File: src/rtl/fb_pkg.sv
// fb_pkg: shared framebuffer geometry, pixel/command types and the fill FSM
// state encoding for the rectangle-fill writer and its address generator.
package fb_pkg;

  localparam logic [31:0] FB_BASE    = 32'h0800_0000;
  localparam int          LINE_BYTES = 1280;
  localparam int          SCR_W      = 640;
  localparam int          SCR_H      = 480;

  typedef logic [15:0] fb_pixel_t;

  typedef struct packed {
    logic [9:0] x0;
    logic [8:0] y0;
    logic [9:0] w;
    logic [8:0] h;
    fb_pixel_t  color;
  } fb_rect_t;

  typedef enum logic [2:0] {
    S_IDLE,
    S_SETUP,
    S_ROW,
    S_ISSUE,
    S_HOLD,
    S_NEXTROW,
    S_DONE
  } fill_state_t;

endpackage

File: src/rtl/fb_addr_gen.sv
// fb_addr_gen: combinational pixel (x,y) -> framebuffer word byte address and
// lane mask. Two pixels per 32-bit word: even x in lanes [1:0], odd x in [3:2].
// Ports:
//   x, y   : pixel column / line (11-bit, unclipped coordinates allowed)
//   x_end  : last covered column of the current row (trims the final word)
//   addr   : word-aligned byte address
//   be     : byte enables for the word
module fb_addr_gen
  import fb_pkg::*;
(
  input  logic [10:0] x,
  input  logic [10:0] y,
  input  logic [10:0] x_end,
  output logic [31:0] addr,
  output logic [3:0]  be
);

  logic [31:0] row_off;
  logic [31:0] col_off;

  assign row_off = 32'(y) * 32'(LINE_BYTES);
  assign col_off = {20'd0, x[10:1], 2'b00};
  assign addr    = FB_BASE + row_off + col_off;

  // A word starting on an odd pixel only covers its upper lane; a word whose
  // even pixel is the row's last pixel only covers its lower lane.
  always_comb begin
    if (x[0])             be = 4'b1100;
    else if (x == x_end)  be = 4'b0011;
    else                  be = 4'b1111;
  end

endmodule

File: src/rtl/fb_rect_fill.sv
// fb_rect_fill: Avalon-MM write master filling an axis-aligned rectangle of
// the 640x480 RGB444 framebuffer with a single colour, one word per beat.
// Optional clipping to the screen is enabled with macro FB_RECT_CLIP_EN.
// Ports:
//   clk, reset                : clock, async active-low reset
//   cmd_valid/cmd_ready       : command handshake
//   cmd_x0/y0/w/h/color       : rectangle and fill colour
//   busy, done                : command in flight / one-cycle completion pulse
//   avalon_master_*           : single-beat write master (no bursts)
module fb_rect_fill
  import fb_pkg::*;
(
  input  logic        clk,
  input  logic        reset,
  input  logic        cmd_valid,
  output logic        cmd_ready,
  input  logic [9:0]  cmd_x0,
  input  logic [8:0]  cmd_y0,
  input  logic [9:0]  cmd_w,
  input  logic [8:0]  cmd_h,
  input  logic [15:0] cmd_color,
  output logic        busy,
  output logic        done,
  output logic        avalon_master_write,
  output logic [31:0] avalon_master_address,
  output logic [31:0] avalon_master_writedata,
  output logic [3:0]  avalon_master_byteenable,
  input  logic        avalon_master_waitrequest
);

  fill_state_t state, state_n;
  fb_rect_t    rect;
  logic [10:0] x_end, y_end, cur_x, cur_y;
  logic [10:0] x_end_c, y_end_c;
  logic        empty_c;
  logic        row_end_c;
  logic [31:0] ag_addr;
  logic [3:0]  ag_be;

  fb_addr_gen u_addr (
    .x     (cur_x),
    .y     (cur_y),
    .x_end (x_end),
    .addr  (ag_addr),
    .be    (ag_be)
  );

  // Rectangle extents; 11 bits so x0+w-1 never wraps.
  always_comb begin
    x_end_c = {1'b0, rect.x0} + {1'b0, rect.w} - 11'd1;
    y_end_c = {2'b0, rect.y0} + {2'b0, rect.h} - 11'd1;
    empty_c = (rect.w == '0) || (rect.h == '0);
`ifdef FB_RECT_CLIP_EN
    if (x_end_c > 11'(SCR_W - 1)) x_end_c = 11'(SCR_W - 1);
    if (y_end_c > 11'(SCR_H - 1)) y_end_c = 11'(SCR_H - 1);
    if (({1'b0, rect.x0} >= 11'(SCR_W)) || ({2'b0, rect.y0} >= 11'(SCR_H)))
      empty_c = 1'b1;
`endif
  end

  // The current beat covers up to the odd pixel of its word; if that pixel
  // reaches x_end the row is finished (also true for a trimmed 0011 word).
  assign row_end_c = ({cur_x[10:1], 1'b1} >= x_end);

  always_ff @(posedge clk or negedge reset) begin
    if (!reset) state <= S_IDLE;
    else        state <= state_n;
  end

  always_comb begin
    state_n = state;
    unique case (state)
      S_IDLE:    if (cmd_valid && cmd_ready) state_n = S_SETUP;
      S_SETUP:   state_n = empty_c ? S_DONE : S_ROW;
      S_ROW:     state_n = S_ISSUE;
      S_ISSUE:   state_n = S_HOLD;
      S_HOLD:    if (!avalon_master_waitrequest)
                   state_n = row_end_c ? S_NEXTROW : S_ISSUE;
      S_NEXTROW: state_n = (cur_y == y_end) ? S_DONE : S_ROW;
      S_DONE:    state_n = S_IDLE;
      default:   state_n = S_IDLE;
    endcase
  end

  always_ff @(posedge clk or negedge reset) begin
    if (!reset) begin
      rect                     <= '0;
      x_end                    <= '0;
      y_end                    <= '0;
      cur_x                    <= '0;
      cur_y                    <= '0;
      cmd_ready                <= 1'b1;
      busy                     <= 1'b0;
      done                     <= 1'b0;
      avalon_master_write      <= 1'b0;
      avalon_master_address    <= '0;
      avalon_master_writedata  <= '0;
      avalon_master_byteenable <= '0;
    end else begin
      done <= 1'b0;
      unique case (state)
        S_IDLE: if (cmd_valid && cmd_ready) begin
          rect.x0    <= cmd_x0;
          rect.y0    <= cmd_y0;
          rect.w     <= cmd_w;
          rect.h     <= cmd_h;
          rect.color <= cmd_color;
          cmd_ready  <= 1'b0;
          busy       <= 1'b1;
        end
        S_SETUP: begin
          x_end <= x_end_c;
          y_end <= y_end_c;
          cur_y <= {2'b0, rect.y0};
        end
        S_ROW:   cur_x <= {1'b0, rect.x0};
        S_ISSUE: begin
          avalon_master_write      <= 1'b1;
          avalon_master_address    <= ag_addr;
          avalon_master_writedata  <= {rect.color, rect.color};
          avalon_master_byteenable <= ag_be;
        end
        S_HOLD: if (!avalon_master_waitrequest) begin
          avalon_master_write <= 1'b0;
          if (!row_end_c) cur_x <= {cur_x[10:1], 1'b0} + 11'd2;
        end
        S_NEXTROW: if (cur_y != y_end) cur_y <= cur_y + 11'd1;
        S_DONE: begin
          done      <= 1'b1;
          busy      <= 1'b0;
          cmd_ready <= 1'b1;
        end
        default: ;
      endcase
    end
  end

endmodule
File: config.mk
export PLATFORM = sky130hd
export DESIGN_NAME = fb_rect_fill
export DESIGN_NICKNAME = d
export VERILOG_FILES = /design/src/rtl/fb_pkg.sv /design/src/rtl/fb_addr_gen.sv /design/src/rtl/fb_rect_fill.sv
export SDC_FILE = /design/constraint.sdc
export NUM_CORES = 1
export LEC_CHECK = 0
export BUFFER_PORTS_ARGS = -buffer_cell sky130_fd_sc_hd__clkbuf_2
export CORE_ASPECT_RATIO = 1.5
export CORE_UTILIZATION = 58
export CTS_CLUSTER_DIAMETER = 200
export DETAILED_ROUTE_END_ITERATION = 16
export GPL_TIMING_DRIVEN = 0
export HOLD_SLACK_MARGIN = 0.06
export PLACE_DENSITY = 0.86
export SLEW_MARGIN = 10
export SYNTH_ARGS = -nofsm -noshare
export SYNTH_HDL_FRONTEND = slang
export SYNTH_HIERARCHICAL = 1
export SYNTH_SLANG_ARGS = --single-unit
File: constraint.sdc
create_clock -name clk -period 4.1 [get_ports clk]
set_input_delay 0.41 -clock clk [delete_from_list [all_inputs] [get_ports clk]]
set_output_delay 0.41 -clock clk [all_outputs]
set_load 0.01 [all_outputs]
Word-level counts from Yosys, hierarchy flattened
Cells that the tools add are included.
Widths: inputs -> output; s select.
{"block": "word_totals", "input_bits": 58, "reg_bits": 173, "out_inout_bits": 72}
{"block": "classes", "eq_ne": 13, "n_reduce_logical": 15, "n_lt_le_gt_ge": 1, "mul": 1, "add_sub_neg": 8, "n_mux": 20}
{"operator": "$pmux 11 s2", "n": 2}
{"operator": "$mux 11", "n": 3}
{"operator": "$add 32x12->32", "n": 1}
{"operator": "$add 28x22->29 const A", "n": 1}
{"operator": "$eq 11x11->1", "n": 2}
{"operator": "$pmux 3 s6", "n": 1}
{"operator": "$mux 3", "n": 5}
{"operator": "$mul 11x3->14 const B", "n": 1}
{"operator": "$add 10x10->11", "n": 1}
{"operator": "$add 11x1->11 const B", "n": 1}
{"operator": "$add 11x2->11 const B", "n": 1}
{"operator": "$ge 11x11->1", "n": 1}
{"operator": "$ne 11x11->1", "n": 1}
{"operator": "$sub 10x1->11 const B", "n": 1}
{"operator": "$sub 11x1->11 const B", "n": 1}
{"operator": "$add 9x9->10", "n": 1}
{"operator": "$logic_not 10->1", "n": 1}
{"operator": "$reduce_and 2->1", "n": 5}
{"operator": "$eq 3x3->1 const B", "n": 3}
{"operator": "$logic_not 9->1", "n": 1}
{"operator": "$mux 4", "n": 2}
{"operator": "$ne 2x2->1 const B", "n": 4}
{"operator": "$reduce_bool 2->1", "n": 4}
{"operator": "$eq 3x2->1 const B", "n": 2}
{"operator": "7 further kinds", "n": 12}

Longest topological paths before layout
Gate-level depths: netlist (run 1).
{"block": "depth", "depth_word": 4, "mapped_depth": 12, "mapped_depth_nobuf": 12}

Hierarchy
The synthesis (run 1) kept the hierarchy.
{"module": "fb_rect_fill", "cells_per_inst": 777, "n_inst": 1, "area_per_inst_um2": 8034.0}
{"module": "fb_addr_gen", "cells_per_inst": 148, "n_inst": 1, "area_per_inst_um2": 1154.9}

Least setup slack after synthesis (run 1)
No wires, ideal clock.
{"block": "synth_path", "kind": "reg-to-reg", "startpoint": "register cur_y[1]", "endpoint": "register avalon_master_address[20]", "stages_incl_launch_ff": 12, "setup_slack_ns": 0.838, "synth_period_minus_slack_ns": 3.262, "arrival_ns": 3.137, "required_time_ns": 3.975, "setup_time_ns": 0.125, "path_cell_list": "dfrtp_1 ha_1 ha_1 fa_1 a211oi_2 o21bai_1 or4_4 a21boi_1 o221ai_2 nand3_1 xor2_1 mux2_2"}
{"block": "synth_between", "elab_chain_len": 3}
{"element": "start: declaration", "line_no": "fb_rect_fill.sv:33", "text": "logic [10:0] x_end, y_end, cur_x, cur_y;"}
{"element": "start signal: assignment", "line_no": "fb_rect_fill.sv:114", "text": "cur_y <= {2'b0, rect.y0};"}
{"element": "start signal: assignment", "line_no": "fb_rect_fill.sv:127", "text": "S_NEXTROW: if (cur_y != y_end) cur_y <= cur_y + 11'd1;"}
{"element": "$mul 11x3->14", "line_no": "fb_addr_gen.sv:21", "text": "assign row_off = 32'(y) * 32'(LINE_BYTES);"}
{"element": "$add 28x22->29", "line_no": "fb_addr_gen.sv:23", "text": "assign addr = FB_BASE + row_off + col_off;"}
{"element": "$add 32x12->32", "line_no": "fb_addr_gen.sv:23"}
{"element": "net ag_addr[20]", "line_no": "fb_rect_fill.sv:37", "text": "logic [31:0] ag_addr;"}
{"element": "end signal: assignment", "line_no": "fb_rect_fill.sv:119", "text": "avalon_master_address <= ag_addr;"}
{"element": "end: declaration", "line_no": "fb_rect_fill.sv:25", "text": "output logic [31:0] avalon_master_address,"}
The timed path passes the listed nets, and every way through them passes these cells.
A chain may end at the register's enable or synchronous reset.

Worst setup path in the final report (run 1)
{"block": "layout_path", "startpoint": "register cur_y[1]", "endpoint": "register avalon_master_address[19]"}
Same word-level chain as after synthesis.

==> results.json, run 1 <==
{
  "leakage_nw": 5.227,
  "end_kind": "flip-flop",
  "tightest_slew_ps": 1189,
  "fin_crit_sh_pct": 85.92,
  "drc": 0,
  "max-cap-violations": 0,
  "worstPathRequired_ps": 4410,
  "synth_area_mm2": 0.009189,
  "max-slew-margin-rel_pct": 19.99,
  "wirelength_um": 20840,
  "postCtsSetupBuffers": 0,
  "start_util_pct": 59.07,
  "worst_setup_path_start_kind": "flip-flop",
  "dr.pass1.iters": 5,
  "grt_setup_unrepaired": "no",
  "path_max_fanout": 8,
  "antenna_left": 0,
  "run_status": "finished, final reports clean",
  "finalPower_mw": 11.00,
  "yosysMostFrequentCell": "dfrtp_1",
  "portBuffers": 129,
  "synth_cells": 925,
  "antenna_cells": 0,
  "num_vias": 7319,
  "synthMuxAreaShare_pct": 9.109,
  "dp_slack_ps": 575.4,
  "synth_top_family_by_area": "compound AO/OA/AOI/OAI gates",
  "cts_tree": "done",
  "drive_gt1_share_pct": 26.98,
  "h-tree-depth": 4,
  "synth-seq-cells": 157,
  "cp.arrival_ps": 3830,
  "synthFlopType": "dfrtp_1",
  "cts_sinks": 157,
  "grt_max_degree": 101,
  "io_pins": 130,
  "synth_top_area_share_pct": 42.48,
  "die_h_um": 156.2,
  "fin_crit_ps": 3523,
  "vdd_drop_max_mv": 0.5006,
  "area_growth_pct": 17.63,
  "synth-async-reset-ratio_pct": 100.0,
  "synthAdderAreaFrac_pct": 10.40,
  "grt_first_pass_wirelength_um": 34420,
  "worstHoldPathType": "in2reg",
  "place.gp.congestion": 0.9050,
  "synth_area_leader_cell": "dfrtp_1",
  "hold-worst-slack_ps": 181.4,
  "dp_hpwl_um": 15550,
  "synthSimpleGateAreaFrac_pct": 11.70,
  "synth_compound_area_share_pct": 13.14,
  "clk_pin_slew_ps": 60,
  "synthTopCellsByCount": "156 x dfrtp_1, 99 x inv_1, 98 x nand2_1",
  "setup_viol": 0,
  "grt_util_all_layers_pct": 26.76,
  "antenna_found_initial": 0,
  "wl_per_cell_um": 16.03,
  "ys_seq_area_share_pct": 42.77,
  "synth.distinct_cells": 73,
  "cts_root_buffer": "clkbuf_16",
  "path_class": "reg2reg",
  "grt_pass1_vias": 7356,
  "final.setup.worst_slack_ps": 577.2,
  "nets": 1217,
  "syn_area_per_cell_um2": 9.934,
  "core_mm2": 0.01555,
  "synth.area.top_cells": "dfrtp_1 42%, ha_1 9.5%, mux2_2 8.5%",
  "cts_inserted_buffers": 17,
  "clkLatencyLatePin_ps": 430,
  "power_density_mw_per_mm2": 1017,
  "cts_buffer_depth": 2,
  "fin_skew_ps": 10.97,
  "synth_edf_count": 0,
  "ys_warn_count": 6,
  "first_iter_violations": 435,
  "rows": 56,
  "post-route-util_pct": 69.49,
  "max_freq_mhz": 283.9,
  "die_width_um": 104.8,
  "dieArea_mm2": 0.01636,
  "vias_per_cell": 5.630,
  "grt_overflow": 0,
  "maxSlewViolCount": 0,
  "synth-xor-area-share_pct": 4.289,
  "final-hold-violation-count": 0
}
==> metrics by stage <==
step,instance area (um^2),setup TNS [ps],std cells
4_1_cts,10810,0,1300
5_1_grt,10810,0,1300
3_5_place_dp,10160,0,1268
2_1_floorplan,9226,0,935
6_report,10810,0,1300
3_3_place_gp,10130,-642.3,1267
==> routing by layer <==
layer  vias up  routed length [um]  share of wire (%)  GRT usage, %
met4         0                 945                4.5         16.03
met1      3542                8143                 39         30.09
li1       3492                   -                  -             -
met2       214               10980                 53         47.59
met3        71                 772                3.7         4.386
met5         -                   0                  0             0
==> cells by family after synthesis <==
logic type,after synthesis
buffers and inverters,168
DFF,157
other,2
xor gates and xnor gates,45
muxes,75
adders and majority gates,74
AOI/OAI and AO/OA,184
and+or+nand+nor,220
==> timing repair <==
action / 4_1_cts / 5_1_grt
hold buffers: 1 / 0
resized for setup: 0 / 0
hold endpoints to repair: 57 / 0
==> report_power, final <==
part	internal, mW	total (mW)	switching [mW]
clock network	1.06	1.70	0.642
logic	2.89	6.40	3.51
registers	2.30	2.90	0.594
==> cell type report <==
type | count | area [um^2]
timing repair buffer | 131 | 691.9
buffer | 67 | 402.9
clock buffer | 19 | 452.9
inverter | 101 | 379.1
clock inverter | 12 | 183.9
tap | 203 | 254.0
sequential | 157 | 3930
multi-input combinational | 610 | 4514
fill | 1222 | 4746
==> critical path, cell delays in order (launching register included) <==
cell and delay (ps):
dfrtp_1 490, ha_1 340, ha_1 220, fa_1 410, a211oi_2 270, o21bai_1 190
or4_4 540, a21boi_1 160, o221ai_2 230, nand3b_2 140, xnor2_1 150, mux2_2 260
==> sequential cells by signal (all words and copies together) (netlist names) <==
| register | flops |
|---|---|
| avalon_master_address | 32 |
| avalon_master_byteenable | 4 |
| avalon_master_write | 1 |
| avalon_master_writedata | 16 |
| busy | 1 |
| cmd_ready | 1 |
| cur_x | 11 |
| cur_y | 11 |
| done | 1 |
| rect | 54 |
| state | 3 |
| x_end | 11 |
| y_end | 11 |
==> placed cells by master, fill, tap and decap left out, types with 5 or more instances in the layout <==
cell type	count
dfrtp_1	156
clkbuf_2	128
inv_1	99
nand2_1	98
ha_1	70
o21ai_0	69
mux2_2	69
buf_4	36
xnor2_1	29
nor2_1	28
a21oi_1	21
nor3_1	19
clkbuf_1	17
clkbuf_16	17
xor2_1	16
nand3_1	15
buf_2	13
o22ai_1	12
conb_1	12
a211oi_1	9
o21a_1	9
nor4_1	8
a21o_1	8
nand2b_1	7
nor2b_1	6
o31ai_1	6
mux2i_1	6
nor3b_1	5
or3_1	5
==> final timing paths <==
path	start	end	slack, ps	depth (start not counted)
min in group asynchronous	reset	avalon_master_writedata[23]$_DFFE_PN0P_	520	2
max reg2reg	cur_y[1]$_DFFE_PN0P_	avalon_master_address[19]$_DFFE_PN0P_	580	11
max in group asynchronous	reset	cmd_ready$_DFFE_PN1P_	2730	3
max	cur_y[1]$_DFFE_PN0P_	avalon_master_address[19]$_DFFE_PN0P_	580	11
min	cmd_y0[5]	rect[40]$_DFFE_PN0P_	180	3
min reg2reg	rect[6]$_DFFE_PN0P_	avalon_master_writedata[22]$_DFFE_PN0P_	500	1
No activity file was read; power rests on OpenSTA's default activity.
==> inputs of run 2 (changes only) <==
- ABC_AREA: not set -> 1
- CORE_UTILIZATION: 58 -> 59
==> run 2 against run 1 <==
Effect of this change: routed wire length increased by 5.0%; flip-flop and latch count unchanged; clock power down 5%; global-route usage rose by 0.92 points; critical path type unchanged; critical endpoint unchanged; largest cell class unchanged; highest routed layer unchanged.
==> results.json, run 2 <==
{
  "nets": 1561,
  "grt_pass1_vias": 8151,
  "fin_crit_ps": 2783,
  "place.gp.congestion": 0.8963,
  "grt_util_all_layers_pct": 27.68,
  "die_width_um": 106.1,
  "fin_crit_sh_pct": 67.87,
  "final_cell_mix": "418 x nand2_1, 184 x inv_1, 156 x dfrtp_1",
  "antenna_left": 0,
  "synthFlopType": "dfrtp_1",
  "yosysMostFrequentCell": "nand2_1",
  "ys_seq_area_share_pct": 41.01,
  "dr.pass1.iters": 7,
  "die_h_um": 158.1,
  "intPower_mw": 5.754,
  "worst_setup_path_start_kind": "flip-flop",
  "start_util_pct": 60.79,
  "cp.arrival_ps": 3100,
  "p_switching_mw": 5.148,
  "cts_resized": 0,
  "io_pins": 130,
  "core_mm2": 0.01577,
  "max_freq_mhz": 359.4,
  "h-tree-depth": 4,
  "hold-worst-slack_ps": 186.8,
  "dieArea_mm2": 0.01677,
  "synth_cells": 1269,
  "antenna_cells": 0,
  "dp_hpwl_um": 16490,
  "tns_ps": 0,
  "antenna_found_initial": 0,
  "path_class": "reg2reg",
  "synth-seq-cells": 157,
  "r2r_setup_slack_ps": 1320,
  "grt_max_degree": 83,
  "leakage_nw": 6.193,
  "largest_reg_flops": 54,
  "clkLatencyLatePin_ps": 430,
  "drive_gt1_share_pct": 17.75,
  "synth_area_leader_cell": "dfrtp_1",
  "cts_buffer_depth": 2,
  "synth.area.top_cells": "dfrtp_1 41%, nand2_1 16%, ha_1 9.1%",
  "synth_top_area_share_pct": 40.74,
  "setup_viol": 0,
  "max-cap-violations": 0,
  "finalPower_mw": 10.90,
  "cts_sinks": 157,
  "tightest_slew_ps": 643.1,
  "synth_area_mm2": 0.009583,
  "first_iter_violations": 586,
  "maxSlewViolCount": 0,
  "max-slew-margin-rel_pct": 57.13,
  "synth.distinct_cells": 37,
  "synth-async-reset-ratio_pct": 100.0,
  "final-hold-violation-count": 0,
  "clk_pin_slew_ps": 70,
  "grt_first_pass_wirelength_um": 36840,
  "worstHoldPathType": "in2reg",
  "portBuffers": 129,
  "synthTopCellsByCount": "418 x nand2_1, 184 x inv_1, 156 x dfrtp_1",
  "rows": 56,
  "grt_overflow": 0,
  "drc": 0,
  "area_growth_pct": 16.57,
  "end_kind": "flip-flop",
  "grt_setup_unrepaired": "no",
  "power_density_mw_per_mm2": 975.9,
  "ys_warn_count": 6,
  "path_max_fanout": 8,
  "p_seq_share_pct": 26.3,
  "cts_tree": "done",
  "wirelength_um": 21890,
  "vias_per_cell": 5.197,
  "regMostFlops": "rect",
  "nFillCells": 1252,
  "worstPathRequired_ps": 4420,
  "num_vias": 8549,
  "biggestRegsByFlops": "rect x54, avalon_master_address x32, avalon_master_writedata x16",
  "pwr-share-clk_pct": 14.9,
  "postCtsSetupBuffers": 0,
  "cts_root_buffer": "clkbuf_16",
  "synth_edf_count": 0,
  "run_status": "finished, final reports clean",
  "cts_inserted_buffers": 17,
  "wl_per_cell_um": 13.31,
  "layout_commonest_cell": "nand2_1",
  "combPwrFrac_pct": 58.8,
  "post-route-util_pct": 70.86,
  "syn_area_per_cell_um2": 7.552,
  "vdd_drop_max_mv": 0.4240,
  "fin_skew_ps": 8.957,
  "swShare_pct": 47.22
}
[run 2: cell families (layout without fill, tap and decap cells)]
group           after synthesis  count (layout)  share of synthesized area [%]
compound gates              162             162                          9.101
xor+xnor                     33              33                          3.016
fa+ha+maj                    74              74                          9.975
buf+inv                     263             426                          12.18
flops                       157             157                          41.01
other cells                   2              12                        0.07837
simple gates                578             578                          24.64
[run 2: cell type report]
| type | instances | area, um^2 | area share, % |
|---|---|---|---|
| multi-input combinational | 859 | 4523 | 40.49 |
| sequential | 157 | 3930 | 35.18 |
| inverter | 193 | 724.4 | 6.485 |
| timing repair buffer | 131 | 691.9 | 6.194 |
| buffer | 70 | 442.9 | 3.965 |
| clock buffer | 17 | 425.4 | 3.808 |
| tap | 203 | 254.0 | 2.274 |
| clock inverter | 15 | 178.9 | 1.602 |
[run 2: timing repair]
action / CTS / global route
endpoints found under the hold margin: 33 / 0
hold buffers: 1 / 0
setup endpoints to repair: 0 / 0
[run 2: worst paths after layout]
path / from / cells past startpoint / to
max: cur_y[1]$_DFFE_PN0P_ / 13 / avalon_master_address[19]$_DFFE_PN0P_
min: cmd_h[8] / 3 / rect[24]$_DFFE_PN0P_
max reg2reg: cur_y[1]$_DFFE_PN0P_ / 13 / avalon_master_address[19]$_DFFE_PN0P_
min reg2reg: avalon_master_address[5]$_DFFE_PN0P_ / 2 / avalon_master_address[5]$_DFFE_PN0P_
max in group asynchronous: reset / 3 / cmd_ready$_DFFE_PN1P_
min in group asynchronous: reset / 2 / cur_y[6]$_DFFE_PN0P_
[run 2: metal layers]
layer	up-vias	global-route usage (%)	part of all wire, %
li1	4260	-	-
met1	3989	31.59	41
met2	258	51.42	52
met3	42	3.541	4.7
met4	0	12.30	2.7
met5	-	0	0
[run 2: power groups by stage]
| stage | clock network (mW) | registers [mW] | logic [mW] |
|---|---|---|---|
| after floorplan | 0 | 2.86 | 4.78 |
| after global placement | 0 | 2.85 | 6.11 |
| after detailed placement | 0 | 2.88 | 6.32 |
| after CTS | 1.64 | 2.86 | 6.42 |
| after global routing | 1.70 | 2.95 | 7.35 |
| final | 1.62 | 2.87 | 6.41 |
[run 2: critical path: stages (launching register included)]
cell and delay, ps:
dfrtp_1 480, ha_1 340, ha_1 220, fa_1 590, nand2_1 100, a21oi_1 130, a21oi_1 50, nand2_1 100
nand3_1 140, nor2_2 200, nand2_2 80, xor2_1 140, nand2_1 60, nand2_1 50
[run 2: through the flow]
stage,cells,area (um^2),setup slack (ps)
floorplan,1279,9620,1577
global placement,1611,10520,-36.36
detailed placement,1612,10560,1321
CTS,1645,11170,1314
global route,1645,11170,1139
finish,1645,11170,1317
==> inputs of run 3 (changes only) <==
- clock period: 4.1 -> 2.7 ns (I/O delays scaled with it)
==> run 3 against run 2 <==
Effect of this change: flip-flop and latch count is the same; final area grew 2.5%; sequential share of layout area shrank 0.84 points; count of clock-buffer cells in the layout is the same; maximum frequency grew 6.8%; clock skew grew 2.0 ps; register-to-register slack lost 1200 ps; global-route usage grew 0.28 points; combinational power grew 55%; largest cell class unchanged; largest power group unchanged.
==> results.json, run 3 (synthesis gave the netlist of run 2 again) <==
{
  "wirelength_um": 22200,
  "die_h_um": 158.1,
  "cts_root_buffer": "clkbuf_16",
  "start_util_pct": 60.79,
  "final.setup.worst_slack_ps": 95.63,
  "cts_tree": "done",
  "core_mm2": 0.01577,
  "worstPathRequired_ps": 3030,
  "maxSlewViolCount": 0,
  "dp.cells": 1612,
  "final-hold-violation-count": 0,
  "post-route-util_pct": 72.65,
  "cts_inserted_buffers": 17,
  "end_kind": "flip-flop",
  "area_growth_pct": 19.52,
  "place.gp.congestion": 0.8963,
  "path_max_fanout": 4,
  "tightest_slew_ps": 643.9,
  "tns_ps": 0,
  "power_density_mw_per_mm2": 1463,
  "largest_reg_flops": 54,
  "drc": 0,
  "grt_overflow": 0,
  "num_vias": 8696,
  "cts_buffer_depth": 2,
  "dieArea_mm2": 0.01677,
  "rows": 56,
  "die_width_um": 106.1,
  "regMostFlops": "rect",
  "biggestRegsByFlops": "rect x54, avalon_master_address x32, avalon_master_writedata x16",
  "grt_first_pass_wirelength_um": 37210,
  "worstHoldPathType": "in2reg",
  "antenna_found_initial": 0,
  "dp_slack_ps": -78.92,
  "dr.pass1.iters": 5,
  "io_pins": 130,
  "path_class": "reg2reg",
  "portBuffers": 129,
  "nFillCells": 1206,
  "fin_crit_sh_pct": 96.46,
  "grt_pass1_vias": 8277,
  "cp.arrival_ps": 2930,
  "drive_gt1_share_pct": 18.18,
  "cts_sinks": 157,
  "setup_viol": 0,
  "grt_util_all_layers_pct": 27.96,
  "h-tree-depth": 4,
  "grt_max_degree": 83,
  "fin_skew_ps": 10.92,
  "r2r_setup_slack_ps": 100,
  "antenna_left": 0,
  "finalNonFillerCells": 1672,
  "worst_setup_path_start_kind": "flip-flop",
  "dp_hpwl_um": 16490,
  "first_iter_violations": 547,
  "max_freq_mhz": 384.0,
  "max-slew-margin-rel_pct": 57.08,
  "final_cell_mix": "418 x nand2_1, 184 x inv_1, 153 x dfrtp_1",
  "vdd_drop_max_mv": 0.6604,
  "vias_per_cell": 5.201,
  "run_status": "finished, final reports clean",
  "wl_per_cell_um": 13.28,
  "nets": 1588,
  "max-cap-violations": 0,
  "layout_commonest_cell": "nand2_1",
  "fin_crit_ps": 2604,
  "clkLatencyLatePin_ps": 430,
  "clk_pin_slew_ps": 70,
  "hold-worst-slack_ps": 52.69,
  "leakage_nw": 6.301,
  "antenna_cells": 0
}
[run 3: critical path, stage by stage, from the launching register on]
cell and delay, ps:
dfrtp_2 410, ha_1 300, ha_2 200, fa_2 570
nand2_1 90, a21oi_2 120, a21oi_1 50, nand2_1 150
nand3_2 130, nor2_4 150, nand2_2 70, xor2_1 140
nand2_1 60, nand2_1 50
[run 3: layout make-up]
class,count,area [um^2],share of cell area [%]
plain buffers,70,442.9,3.867
clock buffers,17,425.4,3.714
clock inverters,15,178.9,1.562
inverters,193,724.4,6.325
multi-input cells,859,4542,39.65
flip-flops and latches,157,3934,34.35
well taps,203,254.0,2.218
repair buffers,158,952.2,8.313
[run 3: final timing paths]
| check | start | end | depth (start not counted) |
|---|---|---|---|
| min in group asynchronous | reset | cur_y[6]$_DFFE_PN0P_ | 2 |
| min reg2reg | avalon_master_address[5]$_DFFE_PN0P_ | avalon_master_address[5]$_DFFE_PN0P_ | 2 |
| max | cur_y[1]$_DFFE_PN0P_ | avalon_master_address[19]$_DFFE_PN0P_ | 13 |
| max reg2reg | cur_y[1]$_DFFE_PN0P_ | avalon_master_address[19]$_DFFE_PN0P_ | 13 |
| max in group asynchronous | reset | cmd_ready$_DFFE_PN1P_ | 3 |
| min | cmd_x0[5] | rect[49]$_DFFE_PN0P_ | 3 |
[run 3: per-layer routing]
metal / vias up / wire [um] / GRT usage (%)
li1: 4308 / - / -
met1: 4057 / 8948 / 31.88
met2: 282 / 11550 / 52.29
met3: 49 / 1093 / 3.376
met4: 0 / 607 / 12.10
met5: - / 0 / 0
[run 3: through the flow]
stage,instance area [um^2],power (mW)
2_1_floorplan,9620,11.60
3_5_place_dp,10560,13.97
4_1_cts,11410,16.64
6_report,11450,16.76
3_3_place_gp,10520,13.61
5_1_grt,11450,18.43
[run 3: power breakdown]
| group | internal (mW) | switching (mW) | leakage [nW] |
|---|---|---|---|
| clock network | 1.40 | 1.07 | 0.291 |
| registers | 3.50 | 0.844 | 1.91 |
| logic | 3.95 | 5.99 | 4.10 |
| total | 8.85 | 7.91 | 6.30 |
[run 3: what timing repair did]
action	4_1_cts	5_1_grt
pin swaps	1	3
setup endpoints to repair	2	3
resized for setup	2	6
buffers inserted	1	3
hold endpoints to repair	104	0
hold buffers	24	0
